<file path="config.mk">
export PLATFORM = sky130hd
export DESIGN_NAME = reqack_arbiter
export DESIGN_NICKNAME = d
export VERILOG_FILES = /design/src/rtl/reqack_arbiter_pkg.sv /design/src/rtl/reqack_timer.sv /design/src/rtl/reqack_arbiter.sv
export SDC_FILE = /design/constraint.sdc
export NUM_CORES = 1
export LEC_CHECK = 0
export CAP_MARGIN = 10
export CORE_MARGIN = 1.5
export CORE_UTILIZATION = 25
export CTS_CLUSTER_DIAMETER = 200
export DETAILED_ROUTE_END_ITERATION = 12
export GPL_ROUTABILITY_DRIVEN = 0
export GPL_TIMING_DRIVEN = 1
export HOLD_SLACK_MARGIN = 0.08
export PLACE_DENSITY = 0.52
export SYNTH_ARGS = -nofsm -noshare
export SYNTH_HDL_FRONTEND = slang
export SYNTH_SLANG_ARGS = --single-unit
</file>
<file path="constraint.sdc">
create_clock -name clock -period 2.1 [get_ports clock]
set_clock_uncertainty 0.1 [all_clocks]
set_input_delay 0.42 -clock clock [delete_from_list [all_inputs] [get_ports clock]]
set_output_delay 0.42 -clock clock [all_outputs]
set_load 0.05 [all_outputs]
</file>
<file path="src/rtl/reqack_arbiter_pkg.sv">
// rtl/reqack_arbiter_pkg.sv - shared state encoding for the arbiter and its worker environment
package reqack_arbiter_pkg;

   typedef enum logic [1:0] {
      IDLE  = 2'd0,
      START = 2'd1,
      WORK  = 2'd2,
      DONE  = 2'd3
   } state_t;

endpackage

</file>
<file path="src/rtl/reqack_timer.sv">
// rtl/reqack_timer.sv - worker delay timer; tc flags count==DELAY
module reqack_timer #(
   parameter int CWIDTH = 10,
   parameter int DELAY  = 1023
) (
   input  logic clock,
   input  logic reset_n,
   input  logic clear,
   input  logic en,
   output logic tc
);

   localparam logic [CWIDTH-1:0] TC_VAL = CWIDTH'(DELAY);

   logic [CWIDTH-1:0] count;

   // Holding at the terminal count keeps count from wrapping when DELAY is the max value.
   always_ff @(posedge clock) begin
      if (!reset_n) begin
         count <= '0;
      end else if (clear) begin
         count <= '0;
      end else if (en && !tc) begin
         count <= count + CWIDTH'(1);
      end
   end

   assign tc = (count == TC_VAL);

endmodule

</file>
<file path="src/rtl/reqack_arbiter.sv">
// rtl/reqack_arbiter.sv - round-robin arbiter sequencing one shared timed worker
module reqack_arbiter
   import reqack_arbiter_pkg::*;
#(
   parameter int NREQ   = 4,
   parameter int CWIDTH = 10,
   parameter int DELAY  = 1023,
   localparam int IW    = $clog2(NREQ)
) (
   input  logic            clock,
   input  logic            reset_n,
   input  logic [NREQ-1:0] req,
   output logic [NREQ-1:0] ack,
   output logic            busy,
   output logic [IW-1:0]   grant_id
);

   state_t          state, state_nx;
   logic [IW-1:0]   ptr, ptr_nx;
   logic [IW-1:0]   gid_nx;
   logic            tc;

   // First set request bit scanning ptr, ptr+1, ... wrapping at NREQ.
   function automatic logic [IW-1:0] rr_pick(input logic [NREQ-1:0] r,
                                             input logic [IW-1:0]   p);
      logic [IW-1:0] pick;
      logic          found;
      int            idx;
      pick  = p;
      found = 1'b0;
      for (int i = 0; i < NREQ; i++) begin
         idx = int'(p) + i;
         if (idx >= NREQ) idx = idx - NREQ;
         if (!found && r[idx]) begin
            pick  = IW'(idx);
            found = 1'b1;
         end
      end
      return pick;
   endfunction

   reqack_timer #(
      .CWIDTH (CWIDTH),
      .DELAY  (DELAY)
   ) u_timer (
      .clock   (clock),
      .reset_n (reset_n),
      .clear   (state == START),
      .en      (state == WORK),
      .tc      (tc)
   );

   always_ff @(posedge clock) begin
      if (!reset_n) begin
         state    <= IDLE;
         ptr      <= '0;
         grant_id <= '0;
      end else begin
         state    <= state_nx;
         ptr      <= ptr_nx;
         grant_id <= gid_nx;
      end
   end

   always_comb begin
      state_nx = state;
      ptr_nx   = ptr;
      gid_nx   = grant_id;
      case (state)
         IDLE: begin
            if (|req) begin
               gid_nx   = rr_pick(req, ptr);
               state_nx = START;
            end
         end
         START: state_nx = WORK;
         WORK:  if (tc) state_nx = DONE;
         DONE: begin
            // Skip past the winner so a held request cannot starve the others.
            ptr_nx   = (grant_id == IW'(NREQ - 1)) ? '0 : grant_id + IW'(1);
            state_nx = IDLE;
         end
         default: state_nx = IDLE;
      endcase
   end

   assign busy = (state != IDLE);
   assign ack  = (state == DONE) ? (NREQ'(1) << grant_id) : '0;

endmodule
</file>
# Word level (Yosys, flattened, before mapping)
# Index checks and enable logic that the tools add are counted.
totals:
  wordCells: 86
  in_bits: 6
  register_bits: 16
op_classes:
  n_reduce_logical: 14
  eq_ne: 7
  n_lt_le_gt_ge: 8
  shift: 1
  n_mux: 42
  bitwise_logic: 1
  n_addsub: 9
ops:
  columns: ["cell", "n"]
  rows:
  - ["2-to-1 mux 32 bit", 12]
  - ["less-than comparator 32 x 4 -> 1 bit (second input constant)", 4]
  - ["2-to-1 mux 1 bit", 17]
  - ["2-to-1 mux 2 bit", 7]
  - ["subtractor 3 x 3 -> 4 bit (second input constant)", 3]
  - ["adder 10 x 1 -> 10 bit (second input constant)", 1]
  - ["equality test 10 bit (second input constant)", 1]
  - [">= comparator 3 bit (second input constant)", 3]
  - ["binary-select mux 1 bit (select 2 bit)", 4]
  - ["case mux 2 bit (4 select lines)", 1]
  - ["adder 2 x 2 -> 3 bit (second input constant)", 2]
  - ["equality test 2 bit (second input constant)", 3]
  - ["logical AND 1 bit", 4]
  - ["logical NOT 1 bit", 4]
  - ["2-to-1 mux 4 bit", 1]
  - ["!= test 2 bit (second input constant)", 2]
  - ["AND reduction 2 bit", 2]
  - ["OR reduction 4 bit", 1]
  - ["left shift 1 x 2 -> 4 bit (first input constant)", 1]
  - ["subtractor 2 x 3 -> 4 bit (second input constant)", 1]
  - ["adder 2 x 1 -> 3 bit (second input constant)", 1]
  - [">= comparator 2 x 3 -> 1 bit (second input constant)", 1]
  - ["adder 2 x 1 -> 2 bit (second input constant)", 1]
  - ["equality test 2 x 1 -> 1 bit (second input constant)", 1]
  - ["other kinds (4)", 4]

# Longest topological paths before layout
# Gate-level depths: netlist of run 1.
depth:
  ltp_word: 23
  ltp_mapped: 7
  mapped_depth_nobuf: 6

# By module
# Synthesis of run 1 repeated with hierarchy kept, for this count alone.
unflattened:
  hier_cells: 116
  area_unflattened_um2: 1037.2
modules_own_cells:
  columns: ["mod", "instances", "seq_area_each_um2", "cells_per_inst", "area_per_inst_um2"]
  rows:
  - ["reqack_timer", 1, 200.2, 60, 543.0]
  - ["reqack_arbiter", 1, 120.1, 56, 494.2]

# Worst setup path after synthesis of run 1
# Ideal clock, no wire load.
synth_path:
  path_kind: "reg2out"
  start: "register grant_id[0]"
  end: "output port ack[3]"
  stages_incl_launch_ff: 3
  arrival_time_ns: 1.360
  required_time_ns: 1.580
  n_path_buf: 0
  path_slack_ns: 0.220
  path_cell_list: "dfxtp_1 ha_1 and2_1"
synth_between:
  elab_chain_len: 2
synth_lines:
  columns: ["element", "line", "source"]
  rows:
  - ["from (decl)", "reqack_arbiter.sv:15", "output logic [IW-1:0] grant_id"]
  - ["from (signal assigned)", "reqack_arbiter.sv:61", "grant_id <= gid_nx;"]
  - ["left shift 1 x 2 -> 4 bit", "reqack_arbiter.sv:88", "assign ack = (state == DONE) ? (NREQ'(1) << grant_id) : '0;"]
  - ["2-to-1 mux 4 bit", "reqack_arbiter.sv:88", null]
  - ["to (decl)", "reqack_arbiter.sv:13", "output logic [NREQ-1:0] ack,"]
# No other way between the ends.

# Worst setup path after layout of run 1
layout_path:
  start: "register state[1]"
  end: "output port ack[1]"
layout_between:
  elab_chain_len: 2
layout_lines:
  columns: ["element", "line", "source"]
  rows:
  - ["from (decl)", "reqack_arbiter.sv:18", "state_t state, state_nx;"]
  - ["from (signal assigned)", "reqack_arbiter.sv:59", "state <= state_nx;"]
  - ["equality test 2 bit", "reqack_arbiter.sv:88", null]
  - ["2-to-1 mux 4 bit", "reqack_arbiter.sv:88", null]
# No other way between the ends.

==> metrics.sh, run 1 <==
CTS_TREE='built'
CORE.ROWCOUNT=22
DRC_ERRORS=0
IO_BUFFER_COUNT=12
YOSYS.AREA.TOP_TYPE='sky130_fd_sc_hd__dfxtp_1'
SETUP_REPAIR_AFTER_GLOBAL_ROUTING_MISSED_ITS_MARGIN='false'
MET1_USAGE_PCT=12.7
OVERALL_POWER_CONSUMPTION_mW=1.16
CTSHTREEMAXLEVEL=1
POSTCTSRESIZEDCELLS=0
ROUTED_WIRE_LENGTH_PER_INSTANCE_UM=10.8
P_LEAK_nW=0.515
SYNTH_TOP_FLOP_CELL='sky130_fd_sc_hd__dfxtp_1'
DIE-AREA_UM2=4390
CLOCK_LATENCY_ON_THE_WORST_SKEW_PAIR_PS=240
DIE_W_UM=66.2
CORE_REGION_AREA_UM2=3740
REGISTER_AREA_UM2=320
CRITICAL_PATH_CLASS='register to output pin'
REPORT.FINAL.HOLD_VIOL_COUNT=0
CRIT_REQUIRED_PS=1580
CLOCK_SINKS=16
SYNTH_EDF_COUNT=0
WIRELENGTH_UM=1960
SYN-CELL-AREA_UM2=1000
GRT_USE_MET2_PCT=16.1
NUM-NETS-FINAL=151
DPL.HPWL_UM=1540
FIRSTDRTPASSITERS=5
POSTCTSSETUPREPAIRBUFS=0
POSTROUTEANTENNANETS=0
STATUS='finished clean'
NETLIST_INSTANCES=118
CHIPHEIGHT_UM=66.2
NUMBER_OF_CLOCK_BUFFERS_INSERTED_BY_TRITONCTS=3
END_KIND='output pin'
START_KIND='register'
GRT_PASS1_WL_UM=3400
LAYOUT-DRIVE-GT1-SHARE_PCT=11.9
HOLDWS_PS=375
MULTI_INPUT_COMB_AREA_UM2=634
CRIT_FANOUT=6
DESIGN.PORTCOUNT=13
GRT_USE_MET3_PCT=1.53
DRT-VIAS-PER-INSTANCE=4.77
LAYOUT_MIN_CYCLE_TIME_PS=1820
FIN_AREA_UM2=1280
FRACTION_OF_THE_YOSYS_AREA_TAKEN_BY_SEQUENTIAL_CELLS_PCT=32.0
WORST_SETUP_HOLD_PATH_CLK_SLEW_PS=60
GRT_START_MAX_NET_PINS=10
MOST_INSTANTIATED_CELLS_AFTER_SYNTHESIS='sky130_fd_sc_hd__dfxtp_1 (16), sky130_fd_sc_hd__nand2_1 (14), sky130_fd_sc_hd__nor2_1 (13)'
MAX_FREQ_MHz=548
CTS_ROOT_BUFFER='sky130_fd_sc_hd__clkbuf_8'
FILLERINSTANCES=410
YOSYS-TOP-CELLS-AREA='sky130_fd_sc_hd__dfxtp_1 (32%), sky130_fd_sc_hd__ha_1 (13%), sky130_fd_sc_hd__nand2_1 (5.3%)'
CRIT_ARRIVAL_PS=1300
SYNTH.MOST_COMMON_CELL='sky130_fd_sc_hd__dfxtp_1'
FIN_UTIL_PCT=34.2
IR_WORST_VDD_mV=0.264
CRITICAL-PATH-MAX-STAGE-DELAY_PS=390
GRT_ANTENNA_BEFORE_REPAIR=0
YS.WARNINGS.COUNT=0
WORST_PIN_SLEW_PS=373
SEQUENCE_OF_CELLS_ON_THE_CRITICAL_PATH='ha_1 -> and2_1 -> buf_12'
START_UTIL_PCT=26.7
SYNTHARSTFLOPSHARE_PCT=0
HOLD_PATH.CLASS='register to register'
SYN_AVG_CELL_AREA_UM2=8.47
GRT_PASS1_VIAS=803
NUM_ANTENNA_CELLS=0
SYN_TO_FINAL_GROWTH_PCT=28.0
MAXIMUM_CAPACITANCE_VIOLATIONS=0
POST-ROUTE-PERIOD-UTIL_PCT=86.9
GLOBAL_ROUTE.USAGE.TOTAL_PCT=9.89
DETAILEDROUTE.FIRSTITERATIONVIOLATIONS=43
POSTSYNTHNETCOUNT=134
TOTAL_NEG_SETUP_SLACK_PS=0
BUSIEST_LAYER='met2'
SYNTH_TOP_AREA_SHARE_PCT=32.0
SETUP-VIOLATIONS-FINAL=0
SYNTHDISTINCTLIBCELLS=32
GLOBALROUTEOVERFLOWTOTAL=0
MAX-SLEW-MARGIN-REL_PCT=74.9
PLACEDINSTANCEAREA_UM2=1220
NUMBER_OF_SYNTHESIZED_REGISTER_BITS=16
SLEW_VIOL_FINAL=0
POWERDENSITY_nW_PER_UM2=905
SLOWEST_STAGE='sky130_fd_sc_hd__dfxtp_1'
CLK_PATH_BUF_DEPTH=2
DR_TOTAL_VIAS=869
POST_CTS_HOLD_BUFFER_COUNT=0
## area by class of cell
type / count / share of cell area, %
timing repair buffer: 14 / 14.1
multi-input combinational: 92 / 49.6
inverter: 8 / 2.35
sequential: 16 / 25.0
clock buffer: 4 / 4.30
tap: 48 / 4.69
## path summary, 6_finish.rpt
kind | from | endpoint | slack, ps | cells past startpoint
hold reg to reg | u_timer.count[1] | u_timer.count[1] | 370 | 2
setup reg to reg | state[0] | u_timer.count[7] | 370 | 6
setup / recovery | state[1] | ack[1] | 280 | 3
hold / removal | u_timer.count[1] | u_timer.count[1] | 370 | 2
## report_power, final
group,total [mW],leakage (nW),switching (mW),internal [mW]
sequential,0.380,0.130,0.0401,0.340
clock,0.266,0.0288,0.100,0.166
combinational,0.512,0.356,0.298,0.214
## cells by family (layout without fill, tap and decap cells)
logic type	after synthesis	after routing	share of synthesized area, %
AND/OR/NAND/NOR	49	49	25.3
flip-flops	16	16	32.0
multiplexers	3	3	3.00
buffers and inverters	10	26	4.51
XOR/XNOR	4	4	3.50
adder cells (fa/ha/maj)	10	10	12.5
AO/OA/AOI/OAI	26	26	19.1
## per-stage QoR
step | std cells | worst slack, ps
after floorplan | 118 | 220
after global placement | 178 | 184
after detailed placement | 178 | 116
final | 182 | 275
after CTS | 182 | 267
after global routing | 182 | 176
## placed cells by master, fill, tap and decap left out, types with 2 or more instances in the layout
cell type / count
sky130_fd_sc_hd__and4_1: 2
sky130_fd_sc_hd__and3_1: 2
sky130_fd_sc_hd__nor3_1: 2
sky130_fd_sc_hd__nand3_1: 3
sky130_fd_sc_hd__o22ai_1: 2
sky130_fd_sc_hd__o31ai_1: 2
sky130_fd_sc_hd__buf_4: 4
sky130_fd_sc_hd__clkdlybuf4s50_1: 5
sky130_fd_sc_hd__nor2b_1: 3
sky130_fd_sc_hd__nand2_1: 14
sky130_fd_sc_hd__dfxtp_1: 16
sky130_fd_sc_hd__nor2_1: 13
sky130_fd_sc_hd__a21oi_1: 8
sky130_fd_sc_hd__inv_1: 8
sky130_fd_sc_hd__o21ai_0: 3
sky130_fd_sc_hd__and2_1: 5
sky130_fd_sc_hd__mux2i_1: 3
sky130_fd_sc_hd__xor2_1: 4
sky130_fd_sc_hd__o21ai_1: 2
sky130_fd_sc_hd__ha_1: 10
sky130_fd_sc_hd__a31o_1: 2
sky130_fd_sc_hd__clkbuf_8: 4
sky130_fd_sc_hd__buf_12: 5
## registers in the layout, summed over array words and instances (netlist names)
name / flops
u_timer.count: 10
state: 2
grant_id: 2
ptr: 2
## routing by layer
layer | wire [um] | share of wire (%) | up-vias
met3 | 29 | 1.5 | 4
met1 | 971 | 49 | 412
li1 | - | - | 444
met5 | 0 | 0 | -
met4 | 39 | 2.0 | 0
met2 | 924 | 47 | 9
## critical path: cells and delay by family, from the launching register on
family,cells,cell delay [ps]
flip-flops,1,390
adder cells (fa/ha/maj),1,300
AND/OR/NAND/NOR,1,220
buffers and inverters,1,150
Power figures use the tool's default switching activity.
==> run 2, diff against run 1 <==
--- a/config.mk
+++ b/config.mk
@@ -6,7 +6,8 @@
 export NUM_CORES = 1
 export LEC_CHECK = 0
 export CAP_MARGIN = 10
-export CORE_MARGIN = 1.5
+export CORE_ASPECT_RATIO = 0.9
+export CORE_MARGIN = 1
 export CORE_UTILIZATION = 25
 export CTS_CLUSTER_DIAMETER = 200
 export DETAILED_ROUTE_END_ITERATION = 12
==> run 2 against run 1 <==
Against the previous run: sequential share of layout area did not move; clock power about the same; core utilization decreased by 0.36 points; non-clock buffer count stayed put; via count is 1.7% lower; design area is the same; clock-buffer cell count stayed put.
==> metrics.sh, run 2 (same netlist as run 1, synthesis figures left out) <==
POSTROUTEANTENNANETS=0
CORE_REGION_AREA_UM2=3780
GRT_START_MAX_NET_PINS=10
WORST-PATH-BUF-INV=1
MAX_FREQ_MHz=499
MET1_USAGE_PCT=12.0
SLEW_VIOL_FINAL=0
SEQUENCE_OF_CELLS_ON_THE_CRITICAL_PATH='clkdlybuf4s50_1'
LAYOUT-DRIVE-GT1-SHARE_PCT=11.2
IO_BUFFER_COUNT=12
DR_TOTAL_VIAS=854
CRIT_FANOUT=5
GRT_USE_MET3_PCT=1.09
DIE-AREA_UM2=4260
MAXIMUM_CAPACITANCE_VIOLATIONS=0
CORE.ROWCOUNT=21
POSTCTSRESIZEDCELLS=0
START_UTIL_PCT=26.4
LAYOUT_COMMON_CELLS='sky130_fd_sc_hd__dfxtp_1 (16), sky130_fd_sc_hd__nand2_1 (14), sky130_fd_sc_hd__nor2_1 (13), sky130_fd_sc_hd__ha_1 (10)'
WORST_SETUP_HOLD_PATH_CLK_SLEW_PS=60
MAX-SLEW-MARGIN-REL_PCT=67.3
CRITICAL-PATH-MAX-STAGE-DELAY_PS=830
POSTCTSSETUPREPAIRBUFS=0
DRC_ERRORS=0
CLOCK_SINKS=16
GRT_PASS1_VIAS=762
DIE_W_UM=68.7
HOLD_PATH.STARTPOINT='u_timer.count[1]'
STATUS='finished clean'
CTSHTREEMAXLEVEL=1
GRT_USE_MET2_PCT=16.1
POST-ROUTE-PERIOD-UTIL_PCT=95.3
NUMBER_OF_CLOCK_BUFFERS_INSERTED_BY_TRITONCTS=3
REPORT.FINAL.HOLD_VIOL_COUNT=0
CRIT-REG2REG-LAUNCH='state[0]'
START_KIND='register'
GLOBALROUTEOVERFLOWTOTAL=0
WORST_SETUP_PATH_ENDPOINT='grant_id[1]'
STARTPOINT='grant_id[1]'
POST_CTS_HOLD_BUFFER_COUNT=0
WIRELENGTH_UM=1840
SLOWEST_STAGE='sky130_fd_sc_hd__clkdlybuf4s50_1'
END_KIND='output pin'
CRITICAL_PATH_DEPTH=1
GLOBAL_ROUTE.USAGE.TOTAL_PCT=9.60
CHIPHEIGHT_UM=62.0
FIRSTDRTPASSITERS=4
SETUP-VIOLATIONS-FINAL=0
NUM-NETS-FINAL=151
HOLD_PATH.CLASS='register to register'
CRIT_ARRIVAL_PS=1480
CRITICAL_PATH_CLASS='register to output pin'
ROUTED_WIRE_LENGTH_PER_INSTANCE_UM=10.2
CTS_ROOT_BUFFER='sky130_fd_sc_hd__clkbuf_8'
CLK_PATH_BUF_DEPTH=2
SYN_TO_FINAL_GROWTH_PCT=28.0
TOTAL_NEG_SETUP_SLACK_PS=0
DETAILEDROUTE.FIRSTITERATIONVIOLATIONS=22
WORST_PIN_SLEW_PS=489
CRIT_REQUIRED_PS=1580
WORST_R2R_ENDPOINT='u_timer.count[7]'
DESIGN.PORTCOUNT=13
P_LEAK_nW=0.513
DRT-VIAS-PER-INSTANCE=4.74
LARGEST_REG_FLOPS=10
GRT_ANTENNA_BEFORE_REPAIR=0
LAYOUT_COMMONEST_CELL='sky130_fd_sc_hd__dfxtp_1'
CTS_TREE='built'
PLACEDINSTANCEAREA_UM2=1220
WORST_HOLD_PATH.NUM_CELLS=2
CLOCK_LATENCY_ON_THE_WORST_SKEW_PAIR_PS=240
REG2REGPATHDEPTH=6
BUSIEST_LAYER='met2'
IR_WORST_VDD_mV=0.285
POWERDENSITY_nW_PER_UM2=898
TIMING.REG2REG.SETUP_SLACK_PS=440
DPL.HPWL_UM=1480
LARGEST_REGISTER_BY_FLOP_COUNT='u_timer.count'
PATH_DELAY_FAMILY='buffers and inverters'
SETUP_REPAIR_AFTER_GLOBAL_ROUTING_MISSED_ITS_MARGIN='false'
NUM_ANTENNA_CELLS=0
FIN_AREA_UM2=1280
GRT_PASS1_WL_UM=3080
LAYOUT_MIN_CYCLE_TIME_PS=2000
## run 2: changes by cell type in the layout (fill, tap and decap cells not counted)
| cell | delta |
|---|---|
| sky130_fd_sc_hd__clkdlybuf4s50_1 | +1 |
| sky130_fd_sc_hd__buf_4 | -1 |
## run 2: power by group
group	internal, mW	switching, mW
Sequential	0.340	0.0381
Clock	0.166	0.0984
Combinational	0.215	0.292
## run 2: how the worst min path moves through the flow
stage / slack, ps / to
5_1_grt: 420 / state[1]
3_5_place_dp: 370 / u_timer.count[1]
3_3_place_gp: 360 / u_timer.count[1]
6_report: 370 / u_timer.count[1]
4_1_cts: 380 / u_timer.count[1]
2_1_floorplan: 350 / u_timer.count[1]
## run 2: layer usage
metal  vias to the layer above  routed length (um)
li1                        442                   -
met1                       395                 924
met2                        15                 841
met3                         2                  47
met4                         0                  27
met5                         -                   0
## run 2: final cells by class
class / instances / area, um^2
multi-input combinational: 92 / 634
clock buffer: 4 / 55.1
inverter: 8 / 30.0
timing repair buffer: 14 / 183
fill: 391 / 2500
sequential: 16 / 320
tap: 46 / 57.6
## run 2: stage by stage
step	utilization (%)	hold WS, ps	power [mW]	setup WS, ps	instances
final	33.8	373	1.15	97.8	180
after detailed placement	32.4	371	0.900	118	176
after floorplan	-	349	0.731	220	118
after global placement	32.4	360	0.892	162	176
after CTS	33.8	379	1.17	79.9	180
after global routing	33.8	425	1.24	25.2	180
